## src/rtl/freq_meter_pkg.sv

```systemverilog
// ============================================================================
// freq_meter_pkg : shared constants, FSM encoding and clog2 helper
// Rev 1.0 : initial release
// ============================================================================
`timescale 1ns / 1ps
`default_nettype none

package freq_meter_pkg;

  localparam int CLK_HZ = 100_000_000;

  typedef enum logic {
    ST_IDLE    = 1'b0,
    ST_MEASURE = 1'b1
  } state_t;

  function automatic int clog2(input int value);
    int r;
    r = 0;
    for (int i = 0; i < 32; i++) begin
      if ((longint'(1) << i) < longint'(value)) r = i + 1;
    end
    return r;
  endfunction

endpackage

`default_nettype wire

```

## src/rtl/freq_meter_sync_edge_det.sv

```systemverilog
// ============================================================================
// sync_edge_det : multi-stage synchronizer plus rising-edge pulse
// Rev 1.0 : initial release
// ============================================================================
`timescale 1ns / 1ps
`default_nettype none

module sync_edge_det #(
  parameter int SYNC_STAGES = 2
) (
  input  logic clk,
  input  logic rst_n,
  input  logic i_async,
  output logic o_edge
);

  logic [SYNC_STAGES-1:0] r_sync;
  logic                   r_prev;

  always_ff @(posedge clk or negedge rst_n) begin
    if (!rst_n) begin
      r_sync <= '0;
      r_prev <= 1'b0;
    end else begin
      r_sync <= {r_sync[SYNC_STAGES-2:0], i_async};
      r_prev <= r_sync[SYNC_STAGES-1];
    end
  end

  assign o_edge = r_sync[SYNC_STAGES-1] & ~r_prev;

endmodule

`default_nettype wire

```

## src/rtl/freq_meter.sv

```systemverilog
// ============================================================================
// freq_meter : counts rising edges of an async input over a fixed gate window
// Rev 1.0 : initial release
// ============================================================================
`timescale 1ns / 1ps
`default_nettype none

module freq_meter
  import freq_meter_pkg::*;
#(
  parameter int GATE_CYCLES = CLK_HZ,
  parameter int CNT_W       = 27,
  parameter int SYNC_STAGES = 2
) (
  input  logic             clk100MHz,
  input  logic             rst_n,
  input  logic             en,
  input  logic             sig_in,
  output logic [CNT_W-1:0] freq_cnt,
  output logic             freq_valid,
  output logic             ovf,
  output logic             busy
);

  localparam int            c_GW        = clog2(GATE_CYCLES);
  localparam logic [c_GW-1:0] c_GATE_LAST = c_GW'(GATE_CYCLES - 1);

  logic             w_edge;
  logic             w_at_max;
  logic             w_terminal;
  logic             w_sat_next;
  logic [CNT_W-1:0] w_cnt_next;

  state_t           r_state;
  logic [c_GW-1:0]  r_gate;
  logic [CNT_W-1:0] r_edge_cnt;
  logic [CNT_W-1:0] r_freq_cnt;
  logic             r_sat;
  logic             r_ovf;
  logic             r_valid;

  sync_edge_det #(
    .SYNC_STAGES(SYNC_STAGES)
  ) u_sync_edge_det (
    .clk    (clk100MHz),
    .rst_n  (rst_n),
    .i_async(sig_in),
    .o_edge (w_edge)
  );

  // Next count/sat include this cycle's edge so the terminal cycle can publish it.
  assign w_at_max   = (r_edge_cnt == {CNT_W{1'b1}});
  assign w_cnt_next = (w_edge && !w_at_max) ? r_edge_cnt + CNT_W'(1) : r_edge_cnt;
  assign w_sat_next = r_sat | (w_edge & w_at_max);
  assign w_terminal = (r_gate == c_GATE_LAST);

  always_ff @(posedge clk100MHz or negedge rst_n) begin
    if (!rst_n) begin
      r_state    <= ST_IDLE;
      r_gate     <= '0;
      r_edge_cnt <= '0;
      r_freq_cnt <= '0;
      r_sat      <= 1'b0;
      r_ovf      <= 1'b0;
      r_valid    <= 1'b0;
    end else begin
      r_valid <= 1'b0;
      case (r_state)
        ST_IDLE: begin
          r_gate     <= '0;
          r_edge_cnt <= '0;
          r_sat      <= 1'b0;
          if (en) r_state <= ST_MEASURE;
        end
        ST_MEASURE: begin
          if (w_terminal) begin
            r_freq_cnt <= w_cnt_next;
            r_ovf      <= w_sat_next;
            r_valid    <= 1'b1;
            r_gate     <= '0;
            r_edge_cnt <= '0;
            r_sat      <= 1'b0;
            if (!en) r_state <= ST_IDLE;
          end else if (!en) begin
            r_gate     <= '0;
            r_edge_cnt <= '0;
            r_sat      <= 1'b0;
            r_state    <= ST_IDLE;
          end else begin
            r_gate     <= r_gate + c_GW'(1);
            r_edge_cnt <= w_cnt_next;
            r_sat      <= w_sat_next;
          end
        end
        default: r_state <= ST_IDLE;
      endcase
    end
  end

  assign freq_cnt   = r_freq_cnt;
  assign freq_valid = r_valid;
  assign ovf        = r_ovf;
  assign busy       = (r_state == ST_MEASURE);

endmodule

`default_nettype wire
```

## config.mk

```make
export PLATFORM = sky130hd
export DESIGN_NAME = freq_meter
export DESIGN_NICKNAME = d
export VERILOG_FILES = /design/src/rtl/freq_meter_pkg.sv /design/src/rtl/freq_meter_sync_edge_det.sv /design/src/rtl/freq_meter.sv
export SDC_FILE = /design/constraint.sdc
export NUM_CORES = 1
export LEC_CHECK = 0
export CAP_MARGIN = 25
export CORE_MARGIN = 2
export CORE_UTILIZATION = 55
export DETAILED_ROUTE_END_ITERATION = 8
export GPL_TIMING_DRIVEN = 0
export PLACE_DENSITY = 0.8
export SYNTH_ARGS = -nofsm -noshare
export SYNTH_HDL_FRONTEND = slang
export SYNTH_HIERARCHICAL = 1
export SYNTH_SLANG_ARGS = --single-unit
```

## constraint.sdc

```tcl
create_clock -name clk100MHz -period 5 [get_ports clk100MHz]
set_input_delay 0.5 -clock clk100MHz [delete_from_list [all_inputs] [get_ports clk100MHz]]
set_output_delay 0.5 -clock clk100MHz [all_outputs]
set_load 0.005 [all_outputs]
```

==> impl_summary.log <==
[metrics] result of the run: complete, no violations
[metrics] largest net degree at the start of global routing: 49
[metrics] Yosys top cell area share: 0.533
[metrics] number of I/O port buffers: 33
[metrics] Skew-Pair Late Insertion Delay: 0.37 ns
[metrics] top fanout value on the critical path: 10
[metrics] hold crit path type: in2async
[metrics] cell type with the highest aggregate area in the netlist: dfrtp_1
[metrics] via count of the first global-routing pass: 3130
[metrics] HPWL after detailed placement: 5.94 mm
[metrics] final setup vio count: 0
[metrics] P&R area growth vs syn: 16.8%
[metrics] compound-gate portion of the synthesized area: 0.0775
[metrics] Max stage delay on crit path: 0.57 ns
[metrics] number of enable flip-flop cells after synthesis: 0
[metrics] areal power density over the cells: 265 nW/µm²
[metrics] final worst hold slack: 0.104 ns
[metrics] post-route cell area: 4830 µm²
[metrics] final-report max-slew violation count: 0
[metrics] static power due to leakage: 0.00195 µW
[metrics] worst ir drop on vdd: 0.000186 V
[metrics] Adder-Cell Fraction of Synth Area: 0.00605
[metrics] number of cells in the design after placement: 543
[metrics] sum of negative setup slack: 0 ns
[metrics] family with the most delay on the worst path: simple AND/OR/NAND/NOR gates
[metrics] quantity of hold-fixing buffers added after cts: 0
[metrics] dominant combinational cell family by area after synthesis: simple AND/OR/NAND/NOR gates
[metrics] post-CTS setup buffers: 0
[metrics] wire length of the first global-routing pass: 14.7 mm
[metrics] Netlist Area Pre-Place: 4130 µm²
[metrics] synthesized area per cell: 10.1 µm²
[metrics] htree depth: 3
[metrics] Post-synth top flop: dfrtp_1
[metrics] gp weighted congestion: 0.918
[metrics] post-synthesis simple-gate area fraction: 0.249
[metrics] average detailed-routed wire length per instance: 15.3 µm
[metrics] antenna diode count: 0
[metrics] Initial Util: 0.570
[metrics] Longest Clk Path Bufs: 2
[metrics] fin cells: 559
[metrics] Clock Skews: 0.0120 ns
[metrics] fraction of layout instances using a drive strength above 1: 0.100
[metrics] XOR/XNOR share of the synthesized area: 0.0996
[metrics] length of routed met3 wiring: 388 µm
[metrics] standard cell with the maximum stage delay on the critical path: nor4_4
[metrics] WL met1: 3.73 mm
[metrics] RSZ-0062 raised after global routing: false
[metrics] CTS sink cnt: 88
[metrics] number of distinct library cells after synthesis: 48
[metrics] Initial DRC Count: 207
[metrics] sort of element at the end of the critical path: register
[metrics] vias post-DR: 3182
[metrics] number of buffers inserted during clock tree synthesis: 9
[metrics] critical path launch point: r_edge_cnt[0]$_DFF_PN0_
[metrics] Critical Path Stages: 6
[metrics] number of I/O pins: 34
[metrics] post-detailed-routing wire length: 8.55 mm
[metrics] sequential element share of the synthesized area: 0.533
[metrics] Ys Warns: 6
[metrics] crit-path cells: ha_1 > nand4_4 > nor4_4 > a2111oi_0 > xnor2_1 > o21ai_0
[metrics] clock transition at the register clock pins on the worst setup and hold paths after CTS: 0.09 ns
[metrics] Routed met2 length: 4.25 mm
[metrics] multiplexer fraction of the synthesized cell area: 0.00484
[metrics] MaxCap Viol Count: 0
[metrics] DRC violations left: 0
[metrics] headroom to the max-slew limit: 0.492
[metrics] Remaining Overflow, GRT: 0
[metrics] R2R Path End: freq_cnt[9]$_DFFE_PN0P_
[metrics] detailed-routing iteration count for the pre-antenna-repair pass: 5
[metrics] count of buffer and inverter cells on the critical path: 0
[metrics] post-place setup slack: 2.80 ns
[metrics] core footprint: 7250 µm²
[metrics] launch instance of the worst register-to-register path: r_edge_cnt[0]$_DFF_PN0_
[metrics] Synth area leaders: dfrtp_1 (53%), xnor2_1 (6.6%), nor2_1 (5.9%)
[metrics] initial antenna violation count: 0
[metrics] Worst EP required: 5.24 ns
[metrics] Max Clock Freq: 442 MHz
[metrics] clock tree from TritonCTS: done
[metrics] type of the setup path with the least slack: reg2reg
[metrics] antenna-violating nets left: 0
[metrics] Post-Synthesis Net Count: 416
[metrics] post-detailed-route via-to-cell ratio: 5.69
[metrics] transition at the pin with the smallest max-transition slack: 0.743 ns
[metrics] die width: 90.7 µm
[metrics] Gates resized, CTS repair: 0
[metrics] total die area: 8230 µm²
[metrics] R2R setup slack: 2.74 ns
[metrics] kind of start point of the critical path: register
[metrics] cell count after synthesis: 410
[metrics] top routing layer in use: met4
[metrics] Vert. Die Dim: 90.7 µm
[metrics] clock period minus worst slack: 2.26 ns
[metrics] register bit count reported by yosys: 88
[metrics] CTS Root Cell: clkbuf_8
[metrics] placed cell area: 4610 µm²
[metrics] number of placement rows: 31
[metrics] period utilization: 0.452
[metrics] Synth async-reset ratio: 1.00
[metrics] number of nets in the layout: 461
[metrics] number of failing hold endpoints at the final stage: 0
[metrics] setup ws final: 2.74 ns
[metrics] global-route usage over all layers: 0.222
[metrics] Arrival @ worst endpoint: 2.50 ns
[metrics] R2R cell count: 6
-- final cells by class --
class | count | area [µm²]
timing repair buffer | 34 | 355
tap | 99 | 124
clock buffer | 11 | 151
inverter | 7 | 26.3
sequential | 88 | 2200
multi-input combinational | 298 | 1810
buffer | 17 | 98.8
clock inverter | 5 | 62.6
fill | 586 | 2430
-- stage by stage --
stage                     total power (µW)  utilization
after floorplan                        742            -
after global placement                 764        0.633
after detailed placement               767        0.636
after CTS                             1280        0.666
after global routing                  1320        0.666
final                                 1280        0.666
-- worst register-to-register path, cell delays in order (launching register included) --
cell	delay [ns]
dfrtp_1	0.44
ha_1	0.28
nand4_4	0.17
nor4_4	0.57
a2111oi_0	0.25
xnor2_1	0.30
o21ai_0	0.13
-- layout by cell type, fill, tap and decap left out, types with 2 or more instances in the layout --
cell type        count
nand3_1             20
mux2i_1              2
buf_4                6
nand4_1             18
and3_1               8
clkbuf_2             2
nand3_2              2
nor4b_1              4
or3_1                3
a21oi_1             11
a2111oi_1            2
o21ai_0              7
a211oi_1             3
clkbuf_1             4
a2111oi_0            5
nor2_1              65
nor3_2               2
nor3_1               4
buf_2                5
clkbuf_8            11
nor4bb_1             2
nand2_1             44
nor4_1               3
inv_1                7
o21ai_1             19
xor2_1              16
and4_1               7
ha_1                 2
dfrtp_1             88
xnor2_1             31
clkdlybuf4s50_1     32
clkinvlp_4           2
-- logic make-up (layout without fill, tap and decap cells) --
family,Yosys count,in the layout
adders and majority gates,2,2
buffers and inverters,24,74
DFF,88,88
xor gates and xnor gates,47,47
muxes,2,2
and+or+nand+nor,194,194
AOI/OAI and AO/OA,53,53
-- cell usage after synthesis, drive strengths merged, types with 7 or more instances --
library cell,number
xor2,16
o21ai,26
a21oi,12
and4,8
nand2,45
inv,7
nor2,65
xnor2,31
dfrtp,88
nand3,22
and3,8
a2111oi,7
buf,11
nand4,20
-- sequential cells by signal, summed over array words and instances (netlist names), 2 cells and up --
register / flops
r_gate: 27
u_sync_edge_det/r_sync: 2
freq_cnt: 27
r_edge_cnt: 27
-- per-layer routing --
layer  vias to the layer above  global-route usage
li1                       1521                   -
met1                      1557               0.294
met2                        87               0.364
met3                        17              0.0334
met4                         0              0.0962
met5                         -                   0
-- how the worst max path moves through the flow --
stage	slack, ns	end
6_report	2.74	freq_cnt[9]$_DFFE_PN0P_
5_1_grt	2.58	freq_cnt[9]$_DFFE_PN0P_
4_1_cts	2.77	freq_cnt[0]$_DFFE_PN0P_
3_5_place_dp	2.80	freq_cnt[13]$_DFFE_PN0P_
3_3_place_gp	0.39	r_gate[0]$_DFF_PN0_
2_1_floorplan	3.10	freq_cnt[9]$_DFFE_PN0P_
-- power breakdown --
group / total, µW / internal (µW) / switching [µW]
logic: 35.1 / 10.2 / 24.9
registers: 716 / 714 / 2.51
clock network: 526 / 261 / 265
total: 1280 / 985 / 293
No activity file was read; power rests on OpenSTA's default activity.
